## src/rtl/lsu_tlul_host.sv

```systemverilog
// TL-UL host adapter for the core LSU data port. Issues A-channel requests from
// core requests and returns in-order D-channel responses, flagging tag mismatches.

package tlul_pkg;

   typedef enum logic [2:0] {
      PutFullData    = 3'h0,
      PutPartialData = 3'h1,
      Get            = 3'h4
   } tl_a_op_e;

   typedef enum logic [2:0] {
      AccessAck     = 3'h0,
      AccessAckData = 3'h1
   } tl_d_op_e;

   typedef struct packed {
      logic [3:0] instr_type;
      logic [6:0] cmd_intg;
      logic [6:0] data_intg;
   } tl_a_user_t;

   localparam tl_a_user_t TL_A_USER_DEFAULT = '{
      instr_type: 4'h9,
      cmd_intg:   7'h00,
      data_intg:  7'h00
   };

   typedef struct packed {
      logic [6:0] rsp_intg;
      logic [6:0] data_intg;
   } tl_d_user_t;

   typedef struct packed {
      logic        a_valid;
      tl_a_op_e    a_opcode;
      logic [2:0]  a_param;
      logic [1:0]  a_size;
      logic [7:0]  a_source;
      logic [31:0] a_address;
      logic [3:0]  a_mask;
      logic [31:0] a_data;
      tl_a_user_t  a_user;
      logic        d_ready;
   } tl_h2d_t;

   typedef struct packed {
      logic        d_valid;
      tl_d_op_e    d_opcode;
      logic [2:0]  d_param;
      logic [1:0]  d_size;
      logic [7:0]  d_source;
      logic        d_sink;
      logic [31:0] d_data;
      tl_d_user_t  d_user;
      logic        d_error;
      logic        a_ready;
   } tl_d2h_t;

endpackage

module lsu_tlul_host
   import tlul_pkg::*;
#(
   parameter int unsigned MaxOutstanding = 2,
   parameter int unsigned TagW           = 2
) (
   input  logic        clk_i,
   input  logic        rst_ni,
   input  logic        data_req_i,
   output logic        data_gnt_o,
   input  logic        data_we_i,
   input  logic [3:0]  data_be_i,
   input  logic [31:0] data_addr_i,
   input  logic [31:0] data_wdata_i,
   output logic        data_rvalid_o,
   output logic [31:0] data_rdata_o,
   output logic        data_err_o,
   output tl_h2d_t     tl_o,
   input  tl_d2h_t     tl_i,
   output logic        proto_err_o
);

   localparam int unsigned CntW = $clog2(MaxOutstanding + 1);
   localparam logic [CntW-1:0] CntMax  = CntW'(MaxOutstanding);
   localparam logic [TagW-1:0] TagLast = TagW'(MaxOutstanding - 1);

   logic [CntW-1:0] cnt, cnt_d;
   logic [TagW-1:0] iss_tag, iss_tag_d;
   logic [TagW-1:0] ret_tag, ret_tag_d;
   logic            proto_err, proto_err_d;

   logic a_valid;
   logic gnt;
   logic rsp;
   logic src_mismatch;
   logic unexpected;

   function automatic logic [TagW-1:0] tag_inc(input logic [TagW-1:0] tag);
      return (tag == TagLast) ? '0 : tag + TagW'(1);
   endfunction

   // Handshakes are gated by rst_ni so nothing is granted or returned while reset is held.
   assign a_valid      = rst_ni && data_req_i && (cnt < CntMax);
   assign gnt          = a_valid && tl_i.a_ready;
   assign rsp          = rst_ni && tl_i.d_valid && (cnt != '0);
   assign unexpected   = rst_ni && tl_i.d_valid && (cnt == '0);
   assign src_mismatch = (tl_i.d_source != 8'(ret_tag));

   always_comb begin
      // NOTE: every always_comb output gets a default first so no path leaves it unassigned (no latch).
      tl_o           = '0;
      tl_o.a_valid   = a_valid;
      tl_o.a_param   = 3'h0;
      tl_o.a_size    = 2'd2;
      tl_o.a_source  = 8'(iss_tag);
      tl_o.a_address = {data_addr_i[31:2], 2'b00};
      tl_o.a_data    = data_wdata_i;
      tl_o.a_user    = TL_A_USER_DEFAULT;
      tl_o.d_ready   = 1'b1;
      if (!data_we_i) begin
         tl_o.a_opcode = Get;
         tl_o.a_mask   = 4'hF;
      end else if (data_be_i == 4'hF) begin
         tl_o.a_opcode = PutFullData;
         tl_o.a_mask   = data_be_i;
      end else begin
         tl_o.a_opcode = PutPartialData;
         tl_o.a_mask   = data_be_i;
      end
   end

   always_comb begin
      cnt_d       = cnt;
      iss_tag_d   = iss_tag;
      ret_tag_d   = ret_tag;
      proto_err_d = proto_err;
      unique case ({gnt, rsp})
         2'b10:   cnt_d = cnt + CntW'(1);
         2'b01:   cnt_d = cnt - CntW'(1);
         default: cnt_d = cnt;
      endcase
      if (gnt) begin
         iss_tag_d = tag_inc(iss_tag);
      end
      if (rsp) begin
         ret_tag_d = tag_inc(ret_tag);
      end
      if (unexpected || (rsp && src_mismatch)) begin
         proto_err_d = 1'b1;
      end
   end

   always_ff @(posedge clk_i or negedge rst_ni) begin
      // NOTE: sequential state uses non-blocking assignments so all flops update from pre-edge values.
      if (!rst_ni) begin
         cnt       <= '0;
         iss_tag   <= '0;
         ret_tag   <= '0;
         proto_err <= 1'b0;
      end else begin
         cnt       <= cnt_d;
         iss_tag   <= iss_tag_d;
         ret_tag   <= ret_tag_d;
         proto_err <= proto_err_d;
      end
   end

   assign data_gnt_o    = gnt;
   assign data_rvalid_o = rsp;
   assign data_rdata_o  = tl_i.d_data;
   assign data_err_o    = rsp && (tl_i.d_error || src_mismatch);
   assign proto_err_o   = proto_err;

   // Response fields the core interface has no use for.
   logic unused_inputs;
   assign unused_inputs = ^{tl_i.d_opcode, tl_i.d_param, tl_i.d_size, tl_i.d_sink,
                            tl_i.d_user, data_addr_i[1:0]};

endmodule

```

## config.mk

```make
export PLATFORM = sky130hd
export DESIGN_NAME = lsu_tlul_host
export DESIGN_NICKNAME = d
export VERILOG_FILES = /design/src/rtl/lsu_tlul_host.sv
export SDC_FILE = /design/constraint.sdc
export NUM_CORES = 1
export LEC_CHECK = 0
export CAP_MARGIN = 0
export CORE_AREA = 8 8 101 103
export DETAILED_ROUTE_END_ITERATION = 10
export DIE_AREA = 0 0 109 111
export MAX_ROUTING_LAYER = met4
export PLACE_DENSITY = 0.7
export SLEW_MARGIN = 20
export SYNTH_ARGS = -nofsm -noshare
export SYNTH_HDL_FRONTEND = slang
export SYNTH_SLANG_ARGS = --single-unit
export TNS_END_PERCENT = 50
```

## constraint.sdc

```tcl
create_clock -name clk_i -period 2.6 [get_ports clk_i]
set_clock_uncertainty 0.05 [all_clocks]
set_input_delay 0.52 -clock clk_i [delete_from_list [all_inputs] [get_ports clk_i]]
set_output_delay 0.52 -clock clk_i [all_outputs]
set_load 0.005 [all_outputs]
```

# After elaboration in Yosys (flattened, before gate mapping)
# Index checks and enable logic that the tools add are counted.
# Widths: inputs -> output; s select.
# op_classes
n_shift	0
reduce_logical	13
order_cmp	1
mux	6
n_div	0
bitwise	0
add_sub_neg	4
n_eq_ne	6
multipliers	0
# op_table
operator	count
$logic_and 1x1->1	8
$ne 8x2->1	1
$add 2x1->2 const B	3
$eq 2x1->1 const B	3
$eq 4x4->1 const B	1
$mux 2	2
$mux 4	1
$pmux 2 s2	1
$reduce_bool 2->1	2
$mux 3	1
$eq 2x2->1 const B	1
$logic_not 2->1	1
$logic_or 1x1->1	2
$lt 2x2->1 const B	1
$sub 2x1->2 const B	1
$mux 1	1
# word_totals
in_bits	138
word_cells	34
register_bits	7
mem_count	0
ram_bits	0
latchBits	0
rom_bits	0

# Logic depth before layout (Yosys ltp)
# Gate-level depths: netlist (run 1).
# logic_depth
ltp_word	5
depth_mapped	6
mapped_depth_nobuf	6

# Worst setup path before layout (run 1)
# OpenSTA, ideal clock, no wires.
# synth_path
kind	input -> output
startpoint	in tl_i[52] (netlist bit)
endpoint	out data_err_o
n_path_buf	0
required_time_ps	2030
stages	3
arrival_ps	1067
setup_slack_ps	963
cell_sequence	nor4_2 -> and4_4 -> a21boi_2
# synth_between
elab_chain_cells	3
# synth_lines
element	line	text
from (decl)	80	input tl_d2h_t tl_i,
$ne 8x2->1	108	assign src_mismatch = (tl_i.d_source != 8'(ret_tag));
$logic_or 1x1->1	172	assign data_err_o = rsp && (tl_i.d_error || src_mismatch);
$logic_and 1x1->1	172	
to (decl)	78	output logic data_err_o,
# Every way passes these cells.

==> impl_summary.log, run 1 <==
[metrics] synthesized flop and latch total: 7
[metrics] classification of the worst-slack hold path: reg -> reg
[metrics] Hold Violations, Final: 0
[metrics] end point of the most critical hold path: cnt[1]$_DFFE_PN0P_
[metrics] max_cap viols: 0
[metrics] register-to-register setup slack: 1.01 ns
[metrics] Clock Power Share: 29.4%
[metrics] dpl cell area: 1010 um^2
[metrics] design area: 1070 um^2
[metrics] largest buffer count on any clock path: 2
[metrics] CP bufs+invs: 2
[metrics] Worst Path Class, Setup: in -> out
[metrics] later-pin clock latency in the skew report: 0.23 ns
[metrics] hold wc startpoint: cnt[1]$_DFFE_PN0P_
[metrics] maximum number of pins on one net before global-route repair: 7
[metrics] aggregate routed wire length: 3.66 mm
[metrics] placed wire-length estimate after detailed placement: 3.16 mm
[metrics] cell area after synthesis: 1380 um^2
[metrics] GRT Util Overall: 5.57%
[metrics] ordered cell list for the critical path: clkdlybuf4s50_1 -> and3b_2 -> clkdlybuf4s50_1
[metrics] setup slack after placement: -0.0177 ns
[metrics] H-tree levels: 1
[metrics] critical path arrival: 1.92 ns
[metrics] clock tree from TritonCTS: yes
[metrics] total power density per cell area: 501 nW/um^2
[metrics] buffer cell driving the clock tree root: sky130_fd_sc_hd__clkbuf_8
[metrics] final net count: 252
[metrics] area growth from synthesis to layout: -22.5%
[metrics] global-route wire length before repair: 4.85 mm
[metrics] count of final setup violators: 0
[metrics] post-route worst setup slack: 0.108 ns
[metrics] number of DRC markers after the initial detailed-route iteration: 6
[metrics] count of filler cells inserted in the layout: 985
[metrics] initial antenna violation count: 0
[metrics] switching share of power: 31.4%
[metrics] GP Congestion: 0.672
[metrics] number of buffers created by CTS: 3
[metrics] DRC errors left: 0
[metrics] required time of the critical path: 2.03 ns
[metrics] setup repair after global routing missed its margin: false
[metrics] commonest non-fill, non-tap cells in the layout: 33 x sky130_fd_sc_hd__conb_1, 30 x sky130_fd_sc_hd__clkdlybuf4s50_1, 7 x sky130_fd_sc_hd__dfrtp_1, 6 x sky130_fd_sc_hd__buf_4, 5 x sky130_fd_sc_hd__xnor2_1
[metrics] worst-path maximum fanout: 4
[metrics] ports placed on the boundary: 278
[metrics] Horiz. Die Dim: 109 um
[metrics] leakage power total: 0.468 nW
[metrics] outcome: completed
[metrics] TNS Setup: 0 ns
[metrics] Critical R2R Launch: cnt[1]$_DFFE_PN0P_
[metrics] quantity of I/O buffers inserted on ports: 31
[metrics] highest ir drop seen on vdd: 0.000340 V
[metrics] full die area: 12,100 um^2
[metrics] cell depth of the worst flop-to-flop path: 6
[metrics] critical path startpoint category: primary input
[metrics] busiest layer in global routing: met4
[metrics] Critical-path top delay cell: sky130_fd_sc_hd__clkdlybuf4s50_1
[metrics] Synth Area per Inst: 8.19 um^2
[metrics] top cell family by delay on the critical path: buffers and inverters
[metrics] delay of the slowest critical-path stage: 0.61 ns
[metrics] fmax: 401 MHz
[metrics] M3 GR Usage: 4.01%
[metrics] sequential area share after synthesis: 12.7%
[metrics] number of instances on the worst hold path: 1
[metrics] Worst R2R End: cnt[1]$_DFFE_PN0P_
[metrics] switching power: 0.000168 W
[metrics] drt first pass iters: 2
[metrics] global route overflow: 0
[metrics] final worst path period share: 95.9%
[metrics] via total after detailed routing: 662
[metrics] clock-pin transition on the worst setup and hold timing paths: 0.04 ns
[metrics] part of the power in combinational logic: 37.1%
[metrics] crit end category: output pin
[metrics] total inserted antenna cells: 0
[metrics] Synth cell types: 21
[metrics] met1 global-route usage: 3.91%
[metrics] starting utilization of the core area: 16.1%
[metrics] Pint: 0.000367 W
[metrics] average detailed-routed wire length per instance: 16.6 um
[metrics] portion of total power attributed to sequential cells: 33.4%
[metrics] placeable core region: 8550 um^2
[metrics] Detail Route Antenna Nets: 0
[metrics] number of cell rows: 34
[metrics] CP most frequent cell: sky130_fd_sc_hd__clkdlybuf4s50_1
[metrics] Post-Syn Instances: 168
[metrics] minimum clock period after layout: 2.49 ns
[metrics] height of the die: 111 um
[metrics] number of clock sinks: 7
[metrics] Via-to-Cell Ratio: 3.01
[metrics] warnings from Yosys: 0
[metrics] number of global-route vias before repair: 814
[metrics] start point of the critical path: rst_ni
[metrics] final slew viol count: 0
[metrics] met2 capacity usage during global routing: 6.92%
[metrics] share of final-layout standard cells stronger than drive strength 1: 16.1%
[metrics] most common cell after layout, fill and taps aside: sky130_fd_sc_hd__conb_1
==> cells in the mapped netlist <==
cell type	instances	area (um^2)
sky130_fd_sc_hd__dfrtp_1	7	175
sky130_fd_sc_hd__ha_1	1	12.5
sky130_fd_sc_hd__xnor2_1	5	43.8
sky130_fd_sc_hd__conb_1	2	7.51
sky130_fd_sc_hd__and3b_2	1	10.0
sky130_fd_sc_hd__nor2_1	4	15.0
sky130_fd_sc_hd__nand2_1	1	3.75
sky130_fd_sc_hd__nor4_2	1	12.5
sky130_fd_sc_hd__nand2_4	1	11.3
sky130_fd_sc_hd__nor2_2	1	6.26
sky130_fd_sc_hd__and4_4	1	11.3
sky130_fd_sc_hd__inv_2	1	3.75
sky130_fd_sc_hd__inv_1	2	7.51
sky130_fd_sc_hd__a21boi_0	1	7.51
sky130_fd_sc_hd__buf_4	128	961
sky130_fd_sc_hd__nand2b_1	4	25.0
sky130_fd_sc_hd__a21boi_2	2	22.5
sky130_fd_sc_hd__a41oi_1	1	8.76
sky130_fd_sc_hd__a21oi_1	1	5.00
sky130_fd_sc_hd__xor2_1	2	17.5
sky130_fd_sc_hd__a21oi_2	1	8.76
==> worst max path at each step <==
| stage | endpoint | depth (start not counted) |
|---|---|---|
| 2_1_floorplan | data_err_o | 3 |
| 3_3_place_gp | data_err_o | 5 |
| 3_5_place_dp | data_err_o | 5 |
| 4_1_cts | tl_o[103] | 3 |
| 5_1_grt | tl_o[103] | 3 |
| 6_report | tl_o[103] | 3 |
==> metal layers <==
metal  wire length [um]  part of all wire [%]
met5                  0                     0
met4                596                    16
met3                815                    22
met2               1350                    37
met1                894                    24
==> cell type report <==
cell class                 instances  area (um^2)  share of cell area (%)
timing repair buffer              37          354                    33.2
multi-input combinational         61          345                    32.4
inverter                           3         11.3                    1.06
tap                              108          135                    12.7
clock buffer                       4         45.0                    4.23
sequential                         7          175                    16.4
==> power by group through the flow <==
stage / clock network (W) / logic (W) / registers, W
after floorplan: 0 / 0.000250 / 0.000173
after global placement: 0 / 0.000197 / 0.000177
after detailed placement: 0 / 0.000201 / 0.000178
after CTS: 0.000162 / 0.000201 / 0.000178
after global routing: 0.000170 / 0.000219 / 0.000183
final: 0.000157 / 0.000198 / 0.000179
==> kinds of logic (layout without fill, tap and decap cells) <==
kind of cell | Yosys count | after routing | synth area share, %
AOI/OAI and AO/OA | 6 | 6 | 3.82
DFF | 7 | 7 | 12.7
buffers and inverters | 131 | 44 | 70.6
other | 2 | 33 | 0.546
xor gates and xnor gates | 7 | 7 | 4.45
adders and majority gates | 1 | 1 | 0.909
and+or+nand+nor | 14 | 14 | 6.91
==> registers in the layout, indices dropped and copies added, names as in the netlist <==
| register | count |
|---|---|
| cnt | 2 |
| iss_tag | 2 |
| proto_err_o | 1 |
| ret_tag | 2 |
==> worst reg2reg max path: cells and delay by family (launching register included) <==
family        cells  cell delay [ns]
simple gates      3             0.48
flops             1             0.39
fa+ha+maj         1             0.32
buf+inv           1             0.14
xor+xnor          1             0.14
==> timing repair <==
item	in CTS	in global routing
endpoints found under the hold margin	0	0
endpoints found under the setup margin	1	0
gates resized for setup	1	0
hold buffers	0	0
buffers inserted	1	0
==> per-stage QoR <==
stage                     instances  power (W)  utilization, %  hold WS [ns]
after global placement          215   0.000374            11.9         0.422
after CTS                       220   0.000540            12.5         0.435
final                           220   0.000534            12.5         0.433
after detailed placement        215   0.000379            11.9         0.429
after floorplan                 199   0.000423               -         0.174
after global routing            220   0.000573            12.5         0.480
Note: power is estimated with default switching activity, not from simulation.
==> inputs of run 2 (changes only) <==
--- a/config.mk
+++ b/config.mk
@@ -6,11 +6,10 @@
 export NUM_CORES = 1
 export LEC_CHECK = 0
 export CAP_MARGIN = 0
-export CORE_AREA = 8 8 101 103
+export CORE_AREA = 2 2 109 111
 export DETAILED_ROUTE_END_ITERATION = 10
-export DIE_AREA = 0 0 109 111
+export DIE_AREA = 0 0 111 113
 export MAX_ROUTING_LAYER = met4
-export PLACE_DENSITY = 0.7
 export SLEW_MARGIN = 20
 export SYNTH_ARGS = -nofsm -noshare
 export SYNTH_HDL_FRONTEND = slang
==> constraint.sdc (replaced) <==
create_clock -name clk_i -period 3.07 [get_ports clk_i]
set_clock_uncertainty 0.05 [all_clocks]
set_input_delay 0.614 -clock clk_i [delete_from_list [all_inputs] [get_ports clk_i]]
set_output_delay 0.614 -clock clk_i [all_outputs]
set_load 0.005 [all_outputs]
==> run 2 against run 1 <==
Sequential share of layout area shrank 0.72 points. Cell area grew 4.6%. First-iteration DRC count shrank 67%. Critical path depth grew 2. Utilization shrank 2.6 points. Cell count grew 14%. Sequential power shrank 16%. Via count shrank 5.3%. Non-clock buffer count shrank 4. Critical path type unchanged. Critical endpoint is now data_err_o. Largest power group is now clock. Highest routed layer unchanged.
==> impl_summary.log, run 2 (synthesized netlist as in run 1, its figures left out) <==
[metrics] outcome: completed
[metrics] share of final-layout standard cells stronger than drive strength 1: 13.0% (-3.1 points)
[metrics] final net count: 248 (-1.6%)
[metrics] register-to-register setup slack: 1.55 ns (+0.54 ns)
[metrics] clock tree from TritonCTS: yes
[metrics] length of routed met2 wiring: 1.09 mm (-19%)
[metrics] count of buffers added by post-CTS timing repair for setup: 0 (-1)
[metrics] critical path arrival: 2.07 ns (+0.15 ns)
[metrics] maximum number of pins on one net before global-route repair: 9 (+2)
[metrics] Critical-path top delay cell: sky130_fd_sc_hd__clkdlybuf4s50_1
[metrics] post-CTS sizing: 0 (-1)
[metrics] most common cell after layout, fill and taps aside: sky130_fd_sc_hd__conb_1
[metrics] WL met1: 445 um (-50%)
[metrics] full die area: 12,500 um^2 (+3.7%)
[metrics] Via-to-Cell Ratio: 2.50 (-17%)
[metrics] placeable core region: 11,300 um^2 (+32%)
[metrics] clock-pin transition on the worst setup and hold timing paths: 0.04 ns (about the same)
[metrics] total inserted antenna cells: 0 (unchanged)
[metrics] ports placed on the boundary: 278 (unchanged)
[metrics] largest buffer count on any clock path: 2 (unchanged)
[metrics] later-pin clock latency in the skew report: 0.24 ns (about the same)
[metrics] required time of the critical path: 2.41 ns (+0.38 ns)
[metrics] final slew viol count: 0 (unchanged)
[metrics] aggregate routed wire length: 2.47 mm (-33%)
[metrics] Critical R2R Launch: cnt[0]$_DFFE_PN0P_
[metrics] average detailed-routed wire length per instance: 9.82 um (-41%)
[metrics] detailed route wirelength on metal3: 457 um (-44%)
[metrics] H-tree levels: 1 (unchanged)
[metrics] GRT Util Overall: 3.82% (-1.7 points)
[metrics] top cell family by delay on the critical path: buffers and inverters
[metrics] height of the die: 113 um (+1.8%)
[metrics] max_cap viols: 0 (unchanged)
[metrics] quantity of I/O buffers inserted on ports: 31 (unchanged)
[metrics] crit end category: output pin
[metrics] CTS Hold Bufs: 0 (unchanged)
[metrics] number of global-route vias before repair: 634 (-22%)
[metrics] placed wire-length estimate after detailed placement: 2.10 mm (-34%)
[metrics] highest ir drop seen on vdd: 0.000277 V (-18%)
[metrics] commonest non-fill, non-tap cells in the layout: 33 x sky130_fd_sc_hd__conb_1, 31 x sky130_fd_sc_hd__clkdlybuf4s50_1, 7 x sky130_fd_sc_hd__dfrtp_1, 5 x sky130_fd_sc_hd__xnor2_1
[metrics] number of DRC markers after the initial detailed-route iteration: 2 (-4)
[metrics] Hold Violations, Final: 0 (unchanged)
[metrics] global route overflow: 0 (unchanged)
[metrics] hold wc startpoint: cnt[1]$_DFFE_PN0P_
[metrics] delay of the slowest critical-path stage: 0.45 ns (-0.16 ns)
[metrics] final worst path period share: 89.0%
[metrics] registers with the most flip-flops: cnt x2, iss_tag x2, ret_tag x2
[metrics] classification of the worst-slack hold path: reg -> reg
[metrics] DRC errors left: 0 (unchanged)
[metrics] number of cell rows: 39 (+15%)
[metrics] Detail Route Antenna Nets: 0 (unchanged)
[metrics] setup repair after global routing missed its margin: false
[metrics] number of buffers created by CTS: 3 (unchanged)
[metrics] starting utilization of the core area: 12.2% (-3.9 points)
[metrics] leakage power total: 0.460 nW (-1.7%)
[metrics] ordered cell list for the critical path: clkdlybuf4s50_1 -> nor4_2 -> and4_4 -> a21boi_2 -> clkdlybuf4s50_1
[metrics] fmax: 366 MHz
[metrics] area growth from synthesis to layout: -19.0%
[metrics] number of clock sinks: 7 (unchanged)
[metrics] CP bufs+invs: 2 (unchanged)
[metrics] total power density per cell area: 482 nW/um^2 (-3.8%)
[metrics] TNS Setup: 0 ns (unchanged)
[metrics] count of final setup violators: 0 (unchanged)
[metrics] via total after detailed routing: 627 (-5.3%)
[metrics] Horiz. Die Dim: 111 um (+1.8%)
[metrics] GP Congestion: 0.648 (-3.6%)
[metrics] critical path startpoint category: primary input
[metrics] drt first pass iters: 2 (unchanged)
[metrics] CP most frequent cell: sky130_fd_sc_hd__clkdlybuf4s50_1
[metrics] worst-path maximum fanout: 2 (-2)
[metrics] initial antenna violation count: 0 (unchanged)
[metrics] Worst Path Class, Setup: in -> out
[metrics] minimum clock period after layout: 2.73 ns
[metrics] global-route wire length before repair: 3.37 mm (-31%)
[metrics] Core Util, Final: 9.89% (-2.6 points)
[metrics] Top Metal Used: met4
[metrics] overall power: 0.000538 W (+0.61%)
[metrics] buffer cell driving the clock tree root: sky130_fd_sc_hd__clkbuf_16
[metrics] start point of the critical path: tl_i[52]
==> run 2: area by class of cell <==
| class | count | area (um^2) |
|---|---|---|
| Sequential cell | 7 | 175 |
| Clock buffer | 4 | 78.8 |
| Fill cell | 1305 | 10200 |
| Multi-Input combinational cell | 61 | 345 |
| Tap cell | 143 | 179 |
| Inverter | 3 | 11.3 |
| Timing Repair Buffer | 33 | 325 |
==> run 2: report_power, final <==
| group | switching (W) | internal (W) | total [W] |
|---|---|---|---|
| Combinational | 0.0000611 | 0.0000971 | 0.000158 |
| Clock | 0.0000549 | 0.000173 | 0.000228 |
| Sequential | 0.0000300 | 0.000121 | 0.000151 |
| Total | 0.000146 | 0.000391 | 0.000538 |
==> run 2: worst paths after layout <==
path | endpoint | depth (start not counted)
worst min register to register | cnt[1]$_DFFE_PN0P_ | 1
worst max-delay path | data_err_o | 5
min in group asynchronous | proto_err_o$_DFFE_PN0P_ | 2
max in group asynchronous | cnt[0]$_DFFE_PN0P_ | 2
worst max register to register | cnt[1]$_DFFE_PN0P_ | 6
worst min-delay path | cnt[1]$_DFFE_PN0P_ | 1
==> run 2: metrics by stage <==
step	std cells	hold WS, ns	worst slack (ns)	cell area (um^2)
finish	251	0.437	0.336	1110
global route	251	0.465	0.282	1110
CTS	251	0.441	0.317	1110
detailed placement	247	0.433	0.319	1040
global placement	247	0.430	0.322	1040
floorplan	199	0.268	1.25	1490
==> run 2: worst reg2reg max path, stage by stage, from the launching register on <==
cell and delay, ns:
sky130_fd_sc_hd__dfrtp_1 0.40, sky130_fd_sc_hd__nor2_1 0.19, sky130_fd_sc_hd__nor2_2 0.06, sky130_fd_sc_hd__buf_4 0.15, sky130_fd_sc_hd__ha_1 0.30, sky130_fd_sc_hd__nor2_1 0.14, sky130_fd_sc_hd__xor2_1 0.15
==> run 2: per-layer routing <==
metal | vias to the layer above | GRT usage, %
li1 | 231 | -
met1 | 259 | 1.89
met2 | 76 | 5.64
met3 | 61 | 1.93
met4 | 0 | 8.00
met5 | - | -
==> inputs of run 3 (changes only) <==
--- a/config.mk
+++ b/config.mk
@@ -5,10 +5,11 @@
 export SDC_FILE = /design/constraint.sdc
 export NUM_CORES = 1
 export LEC_CHECK = 0
+export ABC_AREA = 1
 export CAP_MARGIN = 0
-export CORE_AREA = 2 2 109 111
+export CORE_AREA = 2 2 107 109
 export DETAILED_ROUTE_END_ITERATION = 10
-export DIE_AREA = 0 0 111 113
+export DIE_AREA = 0 0 109 111
 export MAX_ROUTING_LAYER = met4
 export SLEW_MARGIN = 20
 export SYNTH_ARGS = -nofsm -noshare
==> run 3 against run 2 <==
Clock-buffer cell count unchanged. Die area is 3.5% lower. Largest cell class unchanged. Combinational power up 8%. Wire length increased by 6.9%. Sequential power barely moved. First-iteration DRC count rose to 10 times the previous value.
==> impl_summary.log, run 3 <==
[metrics] outcome: completed
[metrics] initial antenna violation count: 0 (unchanged)
[metrics] minimum clock period after layout: 2.75 ns (+0.0158 ns)
[metrics] part of the power in combinational logic: 31.2% (+1.8 points)
[metrics] cell with the most instances after synthesis: sky130_fd_sc_hd__buf_4
[metrics] commonest non-fill, non-tap cells in the layout: 33 x sky130_fd_sc_hd__conb_1, 31 x sky130_fd_sc_hd__clkdlybuf4s50_1, 12 x sky130_fd_sc_hd__nand2_1, 9 x sky130_fd_sc_hd__inv_1, 7 x sky130_fd_sc_hd__dfrtp_1
[metrics] commonest cells in the netlist: 128 x sky130_fd_sc_hd__buf_4, 12 x sky130_fd_sc_hd__nand2_1, 9 x sky130_fd_sc_hd__inv_1, 7 x sky130_fd_sc_hd__dfrtp_1
[metrics] clock-pin transition on the worst setup and hold timing paths: 0.04 ns (about the same)
[metrics] Critical-path top delay cell: sky130_fd_sc_hd__clkdlybuf4s50_1
[metrics] count of final setup violators: 0 (unchanged)
[metrics] register-to-register setup slack: 1.50 ns (-0.05 ns)
[metrics] cell area after synthesis: 1400 um^2 (+1.9%)
[metrics] crit end category: output pin
[metrics] clock tree from TritonCTS: yes
[metrics] starting utilization of the core area: 12.7% (+0.45 points)
[metrics] Detail Route Antenna Nets: 0 (unchanged)
[metrics] Horiz. Die Dim: 109 um (-1.8%)
[metrics] share of final-layout standard cells stronger than drive strength 1: 10.5% (-2.5 points)
[metrics] switching power: 0.000160 W (+9.4%)
[metrics] worst-path maximum fanout: 6 (+4)
[metrics] share of flip-flops with an asynchronous set or reset: 100% (unchanged)
[metrics] GP Congestion: 0.707 (+9.0%)
[metrics] maximum number of pins on one net before global-route repair: 9 (unchanged)
[metrics] highest ir drop seen on vdd: 0.000273 V (-1.7%)
[metrics] H-tree levels: 1 (unchanged)
[metrics] quantity of I/O buffers inserted on ports: 31 (unchanged)
[metrics] post-CTS sizing: 0 (unchanged)
[metrics] Hold Violations, Final: 0 (unchanged)
[metrics] full die area: 12,100 um^2 (-3.5%)
[metrics] most common cell after layout, fill and taps aside: sky130_fd_sc_hd__conb_1
[metrics] number of DRC markers after the initial detailed-route iteration: 20 (+18)
[metrics] ports placed on the boundary: 278 (unchanged)
[metrics] placed wire-length estimate after detailed placement: 2.20 mm (+4.9%)
[metrics] setup repair after global routing missed its margin: false
[metrics] average detailed-routed wire length per instance: 9.87 um (+0.49%)
[metrics] drt first pass iters: 3 (+1)
[metrics] number of buffers created by CTS: 3 (unchanged)
[metrics] final slew viol count: 0 (unchanged)
[metrics] leakage power total: 0.500 nW (+8.9%)
[metrics] area leader, netlist: sky130_fd_sc_hd__buf_4
[metrics] switching share of power: 29.4% (+2.2 points)
[metrics] count of buffers added by post-CTS timing repair for setup: 0 (unchanged)
[metrics] CTS Hold Bufs: 0 (unchanged)
[metrics] CP bufs+invs: 3 (+1)
[metrics] final net count: 264 (+6.5%)
[metrics] delay of the slowest critical-path stage: 0.50 ns (+0.05 ns)
[metrics] Synth cell types: 22 (+4.8%)
[metrics] later-pin clock latency in the skew report: 0.23 ns (about the same)
[metrics] aggregate routed wire length: 2.64 mm (+6.9%)
[metrics] hold_ws: 0.440 ns (+0.00348 ns)
[metrics] registers with the most flip-flops: cnt x2, iss_tag x2, ret_tag x2
[metrics] final worst path period share: 89.6% (+0.52 points)
[metrics] Worst Path Class, Setup: in -> out
[metrics] count of filler cells inserted in the layout: 1,282 (-1.8%)
[metrics] Synth Area per Inst: 7.58 um^2 (-7.5%)
[metrics] number of cell rows: 39 (unchanged)
[metrics] required time of the critical path: 2.41 ns (about the same)
[metrics] height of the die: 111 um (-1.8%)
[metrics] number of global-route vias before repair: 679 (+7.1%)
[metrics] critical path startpoint category: primary input
[metrics] number of clock sinks: 7 (unchanged)
[metrics] Clock Power Share: 41.0% (-1.4 points)
[metrics] number of flops mapped to enable cells by yosys: 0 (unchanged)
[metrics] Pint: 0.000384 W (-1.9%)
[metrics] total power density per cell area: 480 nW/um^2 (-0.48%)
[metrics] DRC errors left: 0 (unchanged)
[metrics] portion of total power attributed to sequential cells: 27.8% (-0.3 points)
[metrics] max_cap viols: 0 (unchanged)
[metrics] area growth from synthesis to layout: -19.2%
[metrics] area share of the largest cell type after synthesis: 68.5% (-1.3 points)
[metrics] leading cell types by total area after synthesis: sky130_fd_sc_hd__buf_4 69%, sky130_fd_sc_hd__dfrtp_1 12%, sky130_fd_sc_hd__nand2_1 3.2%
[metrics] top cell family by delay on the critical path: buffers and inverters
[metrics] Post-Syn Instances: 185 (+10%)
[metrics] TNS Setup: 0 ns (unchanged)
[metrics] critical path arrival: 2.09 ns (+0.02 ns)
[metrics] via total after detailed routing: 695 (+11%)
[metrics] warnings from Yosys: 0 (unchanged)
[metrics] Core Util, Final: 10.2% (+0.34 points)
[metrics] GRT Util Overall: 4.13% (+0.31 points)
[metrics] global-route wire length before repair: 3.52 mm (+4.5%)
[metrics] buffer cell driving the clock tree root: sky130_fd_sc_hd__clkbuf_16
[metrics] global route overflow: 0 (unchanged)
[metrics] classification of the worst-slack hold path: reg -> reg
[metrics] synthesized flop and latch total: 7 (unchanged)
[metrics] largest buffer count on any clock path: 2 (unchanged)
[metrics] fmax: 364 MHz (-0.58%)
[metrics] Via-to-Cell Ratio: 2.60 (+4.2%)
[metrics] ordered cell list for the critical path: clkdlybuf4s50_1 -> nand2_1 -> a21oi_4 -> nand2_1 -> inv_1 -> clkdlybuf4s50_1
[metrics] most instantiated flip-flop cell in the synthesis netlist: sky130_fd_sc_hd__dfrtp_1
[metrics] placeable core region: 11,100 um^2 (-1.7%)
[metrics] total inserted antenna cells: 0 (unchanged)
[metrics] sequential area share after synthesis: 12.5% (-0.24 points)
## run 3: changes by cell type after synthesis, moves of 2 or more
cell | before | now
sky130_fd_sc_hd__a21boi_2 | 2 | 0
sky130_fd_sc_hd__inv_1 | 2 | 9
sky130_fd_sc_hd__nand2_1 | 1 | 12
sky130_fd_sc_hd__nand2b_1 | 4 | 0
sky130_fd_sc_hd__or2_2 | 0 | 4
sky130_fd_sc_hd__xnor2_1 | 5 | 1
## run 3: worst paths after layout
| path | start | to | cells after the start |
|---|---|---|---|
| setup / recovery | rst_ni | data_err_o | 6 |
| hold / removal | iss_tag[1]$_DFFE_PN0P_ | iss_tag[1]$_DFFE_PN0P_ | 1 |
| setup reg to reg | cnt[1]$_DFFE_PN0P_ | cnt[1]$_DFFE_PN0P_ | 6 |
| hold reg to reg | iss_tag[1]$_DFFE_PN0P_ | iss_tag[1]$_DFFE_PN0P_ | 1 |
| max in group asynchronous | rst_ni | iss_tag[1]$_DFFE_PN0P_ | 2 |
| min in group asynchronous | rst_ni | cnt[0]$_DFFE_PN0P_ | 2 |
## run 3: routing by layer
layer | wire length (um) | GRT usage (%)
met1 | 548 | 2.22
met3 | 671 | 3.59
met4 | 420 | 7.44
met5 | 0 | -
met2 | 996 | 5.13
## run 3: through the flow
stage | instance area (um^2) | worst slack [ns] | total power [W] | std cells
6_report | 1130 | 0.320 | 0.000544 | 267
5_1_grt | 1130 | 0.244 | 0.000584 | 267
4_1_cts | 1130 | 0.321 | 0.000549 | 267
3_5_place_dp | 1050 | 0.323 | 0.000322 | 263
3_3_place_gp | 1050 | 0.370 | 0.000315 | 263
2_1_floorplan | 1520 | 1.29 | 0.000371 | 216
## run 3: kinds of logic (layout without fill, tap and decap cells)
logic type                 after synthesis  in the layout  share of synthesized area [%]
AOI/OAI and AO/OA                        6              6                           3.39
xor gates and xnor gates                 4              4                           2.50
adders and majority gates                1              1                          0.892
buffers and inverters                  139             47                           71.5
DFF                                      7              7                           12.5
other                                    2             33                          0.535
and+or+nand+nor                         26             26                           8.74
## run 3: layout make-up
cell class	instances	area (um^2)	share of cell area, %
Timing Repair Buffer	32	318	28.0
Multi-Input combinational cell	70	342	30.1
Sequential cell	7	175	15.5
Clock buffer	4	78.8	6.95
Tap cell	143	179	15.8
Inverter	11	41.3	3.64
## run 3: power by group through the flow
stage	combinational (W)	sequential, W	clock [W]
finish	0.000170	0.000151	0.000223
global route	0.000193	0.000157	0.000234
CTS	0.000171	0.000151	0.000226
detailed placement	0.000170	0.000151	0
global placement	0.000164	0.000151	0
floorplan	0.000225	0.000146	0
## run 3: worst reg2reg max path: cells and delay by family (launching register included)
family | cells | cell delay, ns
compound gates | 3 | 0.48
flops | 1 | 0.38
fa+ha+maj | 1 | 0.31
xor+xnor | 1 | 0.15
buf+inv | 1 | 0.08
